File: src/rtl/apb_mem_slave_param_pkg.sv
// Shared types and helpers for the parametrised APB-to-memory slave.
// Holds the FSM state encoding, the memory address width rule and the decode function.
package apb_pkg;

  typedef enum logic [1:0] {
    IDLE = 2'd0,
    MEM  = 2'd1,
    WAIT = 2'd2,
    RESP = 2'd3
  } state_t;

  localparam int MEM_AW_MIN = 1;

  // A one-word window still needs a 1-bit address port.
  function automatic int mem_aw(input int depth);
    int w;
    w = $clog2(depth);
    return (w < MEM_AW_MIN) ? MEM_AW_MIN : w;
  endfunction

  function automatic logic in_range(input logic [63:0] addr,
                                    input logic [63:0] base,
                                    input logic [63:0] depth);
    return (addr >= base) && (addr < (base + depth));
  endfunction

endpackage

File: src/rtl/apb_mem_slave_param_if.sv
// APB bus bundle between the master/interconnect and the memory slave.
interface apb_mem_slave_param_if #(
  parameter int DATA_W = 8,
  parameter int ADDR_W = 8
);
  logic              psel;
  logic              penable;
  logic              pwrite;
  logic [ADDR_W-1:0] paddr;
  logic [DATA_W-1:0] pwdata;
  logic [DATA_W-1:0] prdata;
  logic              pready;
  logic              pslverr;

  modport master (
    output psel, penable, pwrite, paddr, pwdata,
    input  prdata, pready, pslverr
  );

  modport slave (
    input  psel, penable, pwrite, paddr, pwdata,
    output prdata, pready, pslverr
  );
endinterface

File: src/rtl/apb_wait_timer.sv
// Fixed wait-state down-counter followed by a ready-timeout up-counter.
// done: wait states exhausted; timeout: last permitted not-ready cycle reached.
module apb_wait_timer #(
  parameter int TIMEOUT = 16
) (
  input  logic       clk,
  input  logic       reset,
  input  logic       load,
  input  logic       run,
  input  logic [3:0] wait_val,
  input  logic       ready,
  output logic       done,
  output logic       timeout
);
  localparam int           TW      = (TIMEOUT > 1) ? $clog2(TIMEOUT) : 1;
  localparam bit           TO_EN   = (TIMEOUT > 0);
  localparam logic [TW-1:0] TC_LAST = TW'((TIMEOUT > 0) ? TIMEOUT - 1 : 0);

  logic [3:0]    wcnt;
  logic [TW-1:0] tcnt;

  always_ff @(posedge clk) begin
    if (reset) begin
      wcnt <= '0;
      tcnt <= '0;
    end else if (load) begin
      wcnt <= wait_val;
      tcnt <= '0;
    end else if (run) begin
      if (wcnt != 4'd0) begin
        wcnt <= wcnt - 4'd1;
      end else if (!ready) begin
        tcnt <= tcnt + TW'(1);
      end
    end
  end

  assign done    = run && (wcnt == 4'd0);
  assign timeout = done && !ready && TO_EN && (tcnt == TC_LAST);

endmodule

File: src/rtl/apb_mem_slave_param.sv
// APB slave bridging to a synchronous memory-style sub-module bus, with
// fixed wait states, sub-module ready timeout, range decode and abort on psel drop.
//
// state | meaning
// IDLE  | waiting for a setup beat (psel=1, penable=0)
// MEM   | one-cycle chip enable and read/write strobe to the sub-module
// WAIT  | fixed wait states, then wait for mem_ready (with timeout)
// RESP  | pready high for one cycle, then back to IDLE
module apb_mem_slave_param
  import apb_pkg::*;
#(
  parameter int DATA_W        = 8,
  parameter int ADDR_W        = 8,
  parameter int BASE_ADDR     = 0,
  parameter int MEM_DEPTH     = 256,
  parameter int WAIT_STATES   = 0,
  parameter int USE_SUB_READY = 1,
  parameter int TIMEOUT       = 16
) (
  input  logic                             clk,
  input  logic                             reset,
  apb_mem_slave_param_if.slave             apb,
  output logic                             mem_ce,
  output logic                             mem_rden,
  output logic                             mem_wren,
  output logic [mem_aw(MEM_DEPTH)-1:0]     mem_addr,
  output logic [DATA_W-1:0]                mem_wdata,
  input  logic [DATA_W-1:0]                mem_rdata,
  input  logic                             mem_ready
);
  localparam int MEM_AW = mem_aw(MEM_DEPTH);

  state_t              state, state_nx;
  logic                wr_q, wr_nx;
  logic                pready_q, pready_nx;
  logic                pslverr_q, pslverr_nx;
  logic [DATA_W-1:0]   prdata_q, prdata_nx;
  logic                ce_nx, rden_nx, wren_nx;
  logic [MEM_AW-1:0]   maddr_nx;
  logic [DATA_W-1:0]   wdata_nx;
  logic [ADDR_W-1:0]   addr_off;
  logic                hit;
  logic                ready_eff;
  logic                wait_done;
  logic                wait_timeout;

  assign addr_off  = apb.paddr - ADDR_W'(BASE_ADDR);
  assign hit       = in_range(64'(apb.paddr), 64'(BASE_ADDR), 64'(MEM_DEPTH));
  assign ready_eff = mem_ready || (USE_SUB_READY == 0);

  apb_wait_timer #(
    .TIMEOUT (TIMEOUT)
  ) u_timer (
    .clk      (clk),
    .reset    (reset),
    .load     (state == MEM),
    .run      (state == WAIT),
    .wait_val (4'(WAIT_STATES)),
    .ready    (ready_eff),
    .done     (wait_done),
    .timeout  (wait_timeout)
  );

  always_ff @(posedge clk) begin
    if (reset) begin
      state     <= IDLE;
      wr_q      <= 1'b0;
      pready_q  <= 1'b0;
      pslverr_q <= 1'b0;
      prdata_q  <= '0;
      mem_ce    <= 1'b0;
      mem_rden  <= 1'b0;
      mem_wren  <= 1'b0;
      mem_addr  <= '0;
      mem_wdata <= '0;
    end else begin
      state     <= state_nx;
      wr_q      <= wr_nx;
      pready_q  <= pready_nx;
      pslverr_q <= pslverr_nx;
      prdata_q  <= prdata_nx;
      mem_ce    <= ce_nx;
      mem_rden  <= rden_nx;
      mem_wren  <= wren_nx;
      mem_addr  <= maddr_nx;
      mem_wdata <= wdata_nx;
    end
  end

  always_comb begin
    state_nx   = state;
    wr_nx      = wr_q;
    pready_nx  = 1'b0;
    pslverr_nx = 1'b0;
    prdata_nx  = '0;
    ce_nx      = 1'b0;
    rden_nx    = 1'b0;
    wren_nx    = 1'b0;
    maddr_nx   = mem_addr;
    wdata_nx   = mem_wdata;
    case (state)
      IDLE: begin
        if (apb.psel && !apb.penable) begin
          wr_nx    = apb.pwrite;
          maddr_nx = MEM_AW'(addr_off);
          wdata_nx = apb.pwdata;
          if (hit) begin
            state_nx = MEM;
            ce_nx    = 1'b1;
            wren_nx  = apb.pwrite;
            rden_nx  = !apb.pwrite;
          end else begin
            // Out-of-window: zero-wait error, sub-module never touched.
            state_nx   = RESP;
            pready_nx  = 1'b1;
            pslverr_nx = 1'b1;
          end
        end
      end
      MEM: begin
        state_nx = apb.psel ? WAIT : IDLE;
      end
      WAIT: begin
        if (!apb.psel) begin
          state_nx = IDLE;
        end else if (wait_done && ready_eff) begin
          state_nx  = RESP;
          pready_nx = 1'b1;
          prdata_nx = wr_q ? '0 : mem_rdata;
        end else if (wait_timeout) begin
          state_nx   = RESP;
          pready_nx  = 1'b1;
          pslverr_nx = 1'b1;
        end
      end
      RESP: begin
        state_nx = IDLE;
      end
      default: begin
        state_nx = IDLE;
      end
    endcase
  end

  assign apb.pready  = pready_q;
  assign apb.pslverr = pslverr_q;
  assign apb.prdata  = prdata_q;

endmodule

File: src/flat_wrapper.sv
// flat-port wrapper written by rule: the top's interface ports become plain ports
module apb_mem_slave_param_flat import apb_pkg::*;
#(
  parameter int DATA_W        = 8,
  parameter int ADDR_W        = 8,
  parameter int BASE_ADDR     = 0,
  parameter int MEM_DEPTH     = 256,
  parameter int WAIT_STATES   = 0,
  parameter int USE_SUB_READY = 1,
  parameter int TIMEOUT       = 16
)
  (clk, reset, mem_ce, mem_rden, mem_wren, mem_addr, mem_wdata, mem_rdata, mem_ready, apb_psel, apb_penable, apb_pwrite, apb_paddr, apb_pwdata, apb_prdata, apb_pready, apb_pslverr);
  apb_mem_slave_param_if #(.DATA_W(DATA_W), .ADDR_W(ADDR_W)) apb_i ();
  input  logic clk;
  input  logic reset;
  output logic mem_ce;
  output logic mem_rden;
  output logic mem_wren;
  output logic [mem_aw(MEM_DEPTH)-1:0] mem_addr;
  output logic [DATA_W-1:0] mem_wdata;
  input  logic [DATA_W-1:0] mem_rdata;
  input  logic mem_ready;
  input wire logic [$bits(apb_i.psel)-1:0] apb_psel;
  input wire logic [$bits(apb_i.penable)-1:0] apb_penable;
  input wire logic [$bits(apb_i.pwrite)-1:0] apb_pwrite;
  input wire logic [$bits(apb_i.paddr)-1:0] apb_paddr;
  input wire logic [$bits(apb_i.pwdata)-1:0] apb_pwdata;
  output wire logic [$bits(apb_i.prdata)-1:0] apb_prdata;
  output wire logic [$bits(apb_i.pready)-1:0] apb_pready;
  output wire logic [$bits(apb_i.pslverr)-1:0] apb_pslverr;
  assign apb_i.psel = apb_psel;
  assign apb_i.penable = apb_penable;
  assign apb_i.pwrite = apb_pwrite;
  assign apb_i.paddr = apb_paddr;
  assign apb_i.pwdata = apb_pwdata;
  assign apb_prdata = apb_i.prdata;
  assign apb_pready = apb_i.pready;
  assign apb_pslverr = apb_i.pslverr;
  apb_mem_slave_param #(.DATA_W(DATA_W), .ADDR_W(ADDR_W), .BASE_ADDR(BASE_ADDR), .MEM_DEPTH(MEM_DEPTH), .WAIT_STATES(WAIT_STATES), .USE_SUB_READY(USE_SUB_READY), .TIMEOUT(TIMEOUT)) u_core (.clk(clk), .reset(reset), .apb(apb_i), .mem_ce(mem_ce), .mem_rden(mem_rden), .mem_wren(mem_wren), .mem_addr(mem_addr), .mem_wdata(mem_wdata), .mem_rdata(mem_rdata), .mem_ready(mem_ready));
endmodule
File: config.mk
export PLATFORM = sky130hd
export DESIGN_NAME = apb_mem_slave_param_flat
export DESIGN_NICKNAME = d
export VERILOG_FILES = /design/src/rtl/apb_mem_slave_param_pkg.sv /design/src/rtl/apb_mem_slave_param_if.sv /design/src/rtl/apb_wait_timer.sv /design/src/rtl/apb_mem_slave_param.sv /design/src/flat_wrapper.sv
export SDC_FILE = /design/constraint.sdc
export NUM_CORES = 1
export LEC_CHECK = 0
export BUFFER_PORTS_ARGS = -buffer_cell sky130_fd_sc_hd__buf_2
export CELL_PAD_IN_SITES_DETAIL_PLACEMENT = 1
export CELL_PAD_IN_SITES_GLOBAL_PLACEMENT = 2
export CORE_ASPECT_RATIO = 2
export CORE_UTILIZATION = 24
export DETAILED_ROUTE_END_ITERATION = 10
export PLACE_DENSITY = 0.83
export SLEW_MARGIN = 20
export SYNTH_ARGS = -nofsm -noshare
export SYNTH_HDL_FRONTEND = slang
export SYNTH_SLANG_ARGS = --single-unit
File: constraint.sdc
create_clock -name clk -period 1.6 [get_ports clk]
set_input_delay 0.08 -clock clk [delete_from_list [all_inputs] [get_ports clk]]
set_output_delay 0.08 -clock clk [all_outputs]
set_load 0.01 [all_outputs]
==> key figures <==
Run status
  – Status: complete, but fails checks
  – Failing checks: DRC, setup timing

Synth
  – Synth Area in Compound Gates: 0.135
  – Yosys warns: 0
  – Synth Area in Adders: 0.0250
  – Simple-gate share of the synthesized area: 0.270
  – Yosys top cell area share: 0.533
  – Area share of xor/xnor cells in the synthesized design: 0
  – Synthesized area per cell: 8.94 um2
  – Synth cell types: 31
  – Sequential element share of the synthesized area: 0.533
  – Mapped Nets: 201
  – Cells after synthesis: 168
  – Area contributors post-synth: dfxtp_1 (53%), nand2_1 (8.7%), a21oi_1 (8.3%)
  – Mapped cell area: 0.00150 mm2
  – #FFs+latches synth: 40
  – Post-synthesis mux area share: 0
  – Largest family of logic cells by synthesized area: simple AND/OR/NAND/NOR gates
  – Yosys top cell by area: dfxtp_1

Timing
  – Final min period: 1650 ps
  – Setup violators final: 2
  – Endpoints failing hold: 0
  – Slew Viols, Final: 0
  – RSZ-0062 raised after global routing: yes
  – Period utilisation layout: 1.03
  – Maximum clock rate: 0.605 GHz
  – Slew headroom: 0.725
  – Fin Hold WS: 5.13 ps
  – Tightest Pin Transition: 408 ps
  – Setup ws final: -52.5 ps
  – Worst setup skew after layout: 3.70 ps

Global route
  – GR Overflow Total: 0
  – First-pass GRT wire length: 6580 um
  – Largest net degree at the start of global routing: 20
  – Initial antenna violation count: 0
  – GRT Total Usage: 0.133
  – Vias in the first global route: 1477

CTS
  – Worst-Skew Late Latency: 280 ps
  – Root cell of the clock tree: clkbuf_16
  – H-tree levels: 2
  – CTS tree: done
  – Sink Count: 40
  – Clock-pin slew on the worst setup and hold paths: 60 ps
  – Cts bufs inserted: 5
  – CTS max path bufs: 2

Route
  – DR DRC count: 9
  – Routed WL per cell: 13.6 um
  – Antenna-violating nets left: 0
  – DRT Wirelength: 4240 um
  – Drt first-iter violations: 64
  – Drt first pass iters: 7
  – Via density: 4.68
  – Vias: 1460

Placed design
  – Placed Cells: 297
  – Placed wire-length estimate: 3210 um
  – GP Congestion: 0.719
  – I/O Buffers: 58

Power
  – Clock power share: 0.474
  – Flop pwr share: 0.445
  – Combinational Power Share: 0.081
  – Leakage: 0.995 nW
  – Pwr Density: 1040 mW/mm2
  – Worst IR Drop VDD: 399 uV
  – Final Power: 2.33 mW
  – Switch Pwr: 479 uW
  – Internal Power: 1.85 mW
  – Net Sw Frac: 0.206

Worst setup path
  – Max stage delay on crit path: 500 ps
  – Req. time, crit path: 1810 ps
  – CP max FO: 6
  – Endpoint type of the worst setup path: flop
  – Crit path kind: reg -> reg
  – Startpoint types: flop
  – Data arrival, critical path: 1860 ps
  – Worst path cell trace: inv_2, ha_4, or3b_4, or4_4, a21oi_2
  – Slowest-stage cell, CP: or4_4

Floorplanning
  – Row cnt: 40
  – Die H: 114 um
  – Die Span X: 58.0 um
  – Die area: 0.00660 mm2
  – Initial Util: 0.250
  – I/O Pins: 59
  – Core ar.: 0.00601 mm2

Min path
  – HP Class: in -> reg

Run
  – Maxcap violations: 0

Finish
  – Final Util: 0.371
  – ANT cells: 0
  – Nets: 281
  – Ratio of cells with drive above 1 in the final layout: 0.406
  – Non-Filler Instances: 312
  – Area grow syn2layout: 48.4%
[cell usage after synthesis (all sizes together)]
library cell,n
nand2b,6
nor2b,1
a21oi,25
clkbuf,5
or3b,2
inv,4
or4,3
a31oi,1
nor3b,2
a31o,1
or4b,1
nand3b,1
o31ai,2
nor4b,2
nand3,3
a21o,1
o21ai,5
a211oi,1
or3,4
nand2,35
and2,9
dfxtp,40
o211ai,1
nor4,3
ha,3
nor3,1
nor2,2
buf,4
[power by group through the flow]
stage,logic [mW],registers [mW],clock network [mW]
CTS,0.190,1.03,1.13
global route,0.209,1.04,1.18
floorplan,0.0795,1.07,0
finish,0.188,1.03,1.10
detailed placement,0.182,1.06,0
global placement,0.179,1.06,0
[stage by stage]
step / setup WS, ps / area (um2) / setup TNS, ps
floorplan: -56.0 / 1550 / -220
global placement: -82.0 / 1990 / -148
detailed placement: -131 / 1990 / -570
CTS: -41.6 / 2200 / -43.1
global route: -96.2 / 2230 / -248
finish: -52.5 / 2230 / -92.8
[flip-flops by register name, indices dropped and copies added (netlist names), 2 cells and up]
name and cells:
u_core.mem_addr 8, u_core.u_timer.tcnt 4, u_core.mem_wdata 8, u_core.u_timer.wcnt 4
u_core.state 2, u_core.apb.prdata 8
[routing by layer]
layer,track usage,vias to the layer above,share of wire
met5,0,-,0
li1,-,729,-
met1,0.118,678,0.35
met4,0.0603,0,0.019
met3,0.0295,9,0.055
met2,0.265,44,0.58
[cell usage in the layout (no fill, tap or decap), types with 2 or more instances in the layout]
cell           Yosys  final
dlygate4sd3_1      0      2
and2_1             9      9
a21oi_2            0      2
a21oi_1           25     23
nand2b_1           6      6
o31ai_1            2      2
o21ai_0            5      3
buf_2              3     58
nor4_1             2      2
ha_1               3      2
o21ai_1            0      2
inv_1              4      2
nand2_1           35     35
dfxtp_2            0      2
nand3_1            3      3
nor2_1             2      2
or3_1              4      3
dfxtp_1           40     38
nor3b_1            2      2
buf_4              1     20
clkbuf_16          0      5
or4_1              3      2
inv_2              0      2
[worst max-delay path, delay by kind of cell, from the launching register on]
family          cells  cell delay, ps
simple gates        2             920
flops               1             320
fa+ha+maj           1             130
compound gates      1             130
buf+inv             1              70
[area by class of cell]
class                      count  area (um2)
sequential                    40         803
multi-input combinational    115         677
fill                         731        3780
clock inverter                 2        35.0
inverter                       4        15.0
timing repair buffer          82         492
clock buffer                   6         129
tap                           63        78.8
[worst paths after layout]
check | startpoint | endpoint | slack (ps) | depth (start not counted)
max | u_core.u_timer.wcnt[0] | u_core.u_timer.tcnt[2] | -50 | 5
min | mem_rdata[3] | u_core.apb.prdata[3] | 5 | 2
max reg2reg | u_core.u_timer.wcnt[0] | u_core.u_timer.tcnt[2] | -50 | 5
min reg2reg | u_core.mem_addr[0] | u_core.mem_addr[0] | 450 | 2
[repair_timing]
item	in CTS	in global routing
endpoints found under the hold margin	2	0
pin swaps	3	5
hold buffers	2	0
buffers inserted	4	1
resized for setup	1	7
endpoints found under the setup margin	10	13
[logic make-up after synthesis]
family	count (synthesis)
AO/OA/AOI/OAI	37
buffers and inverters	13
AND/OR/NAND/NOR	75
flip-flops	40
adder cells (fa/ha/maj)	3
Note: power is estimated with default switching activity, not from simulation.
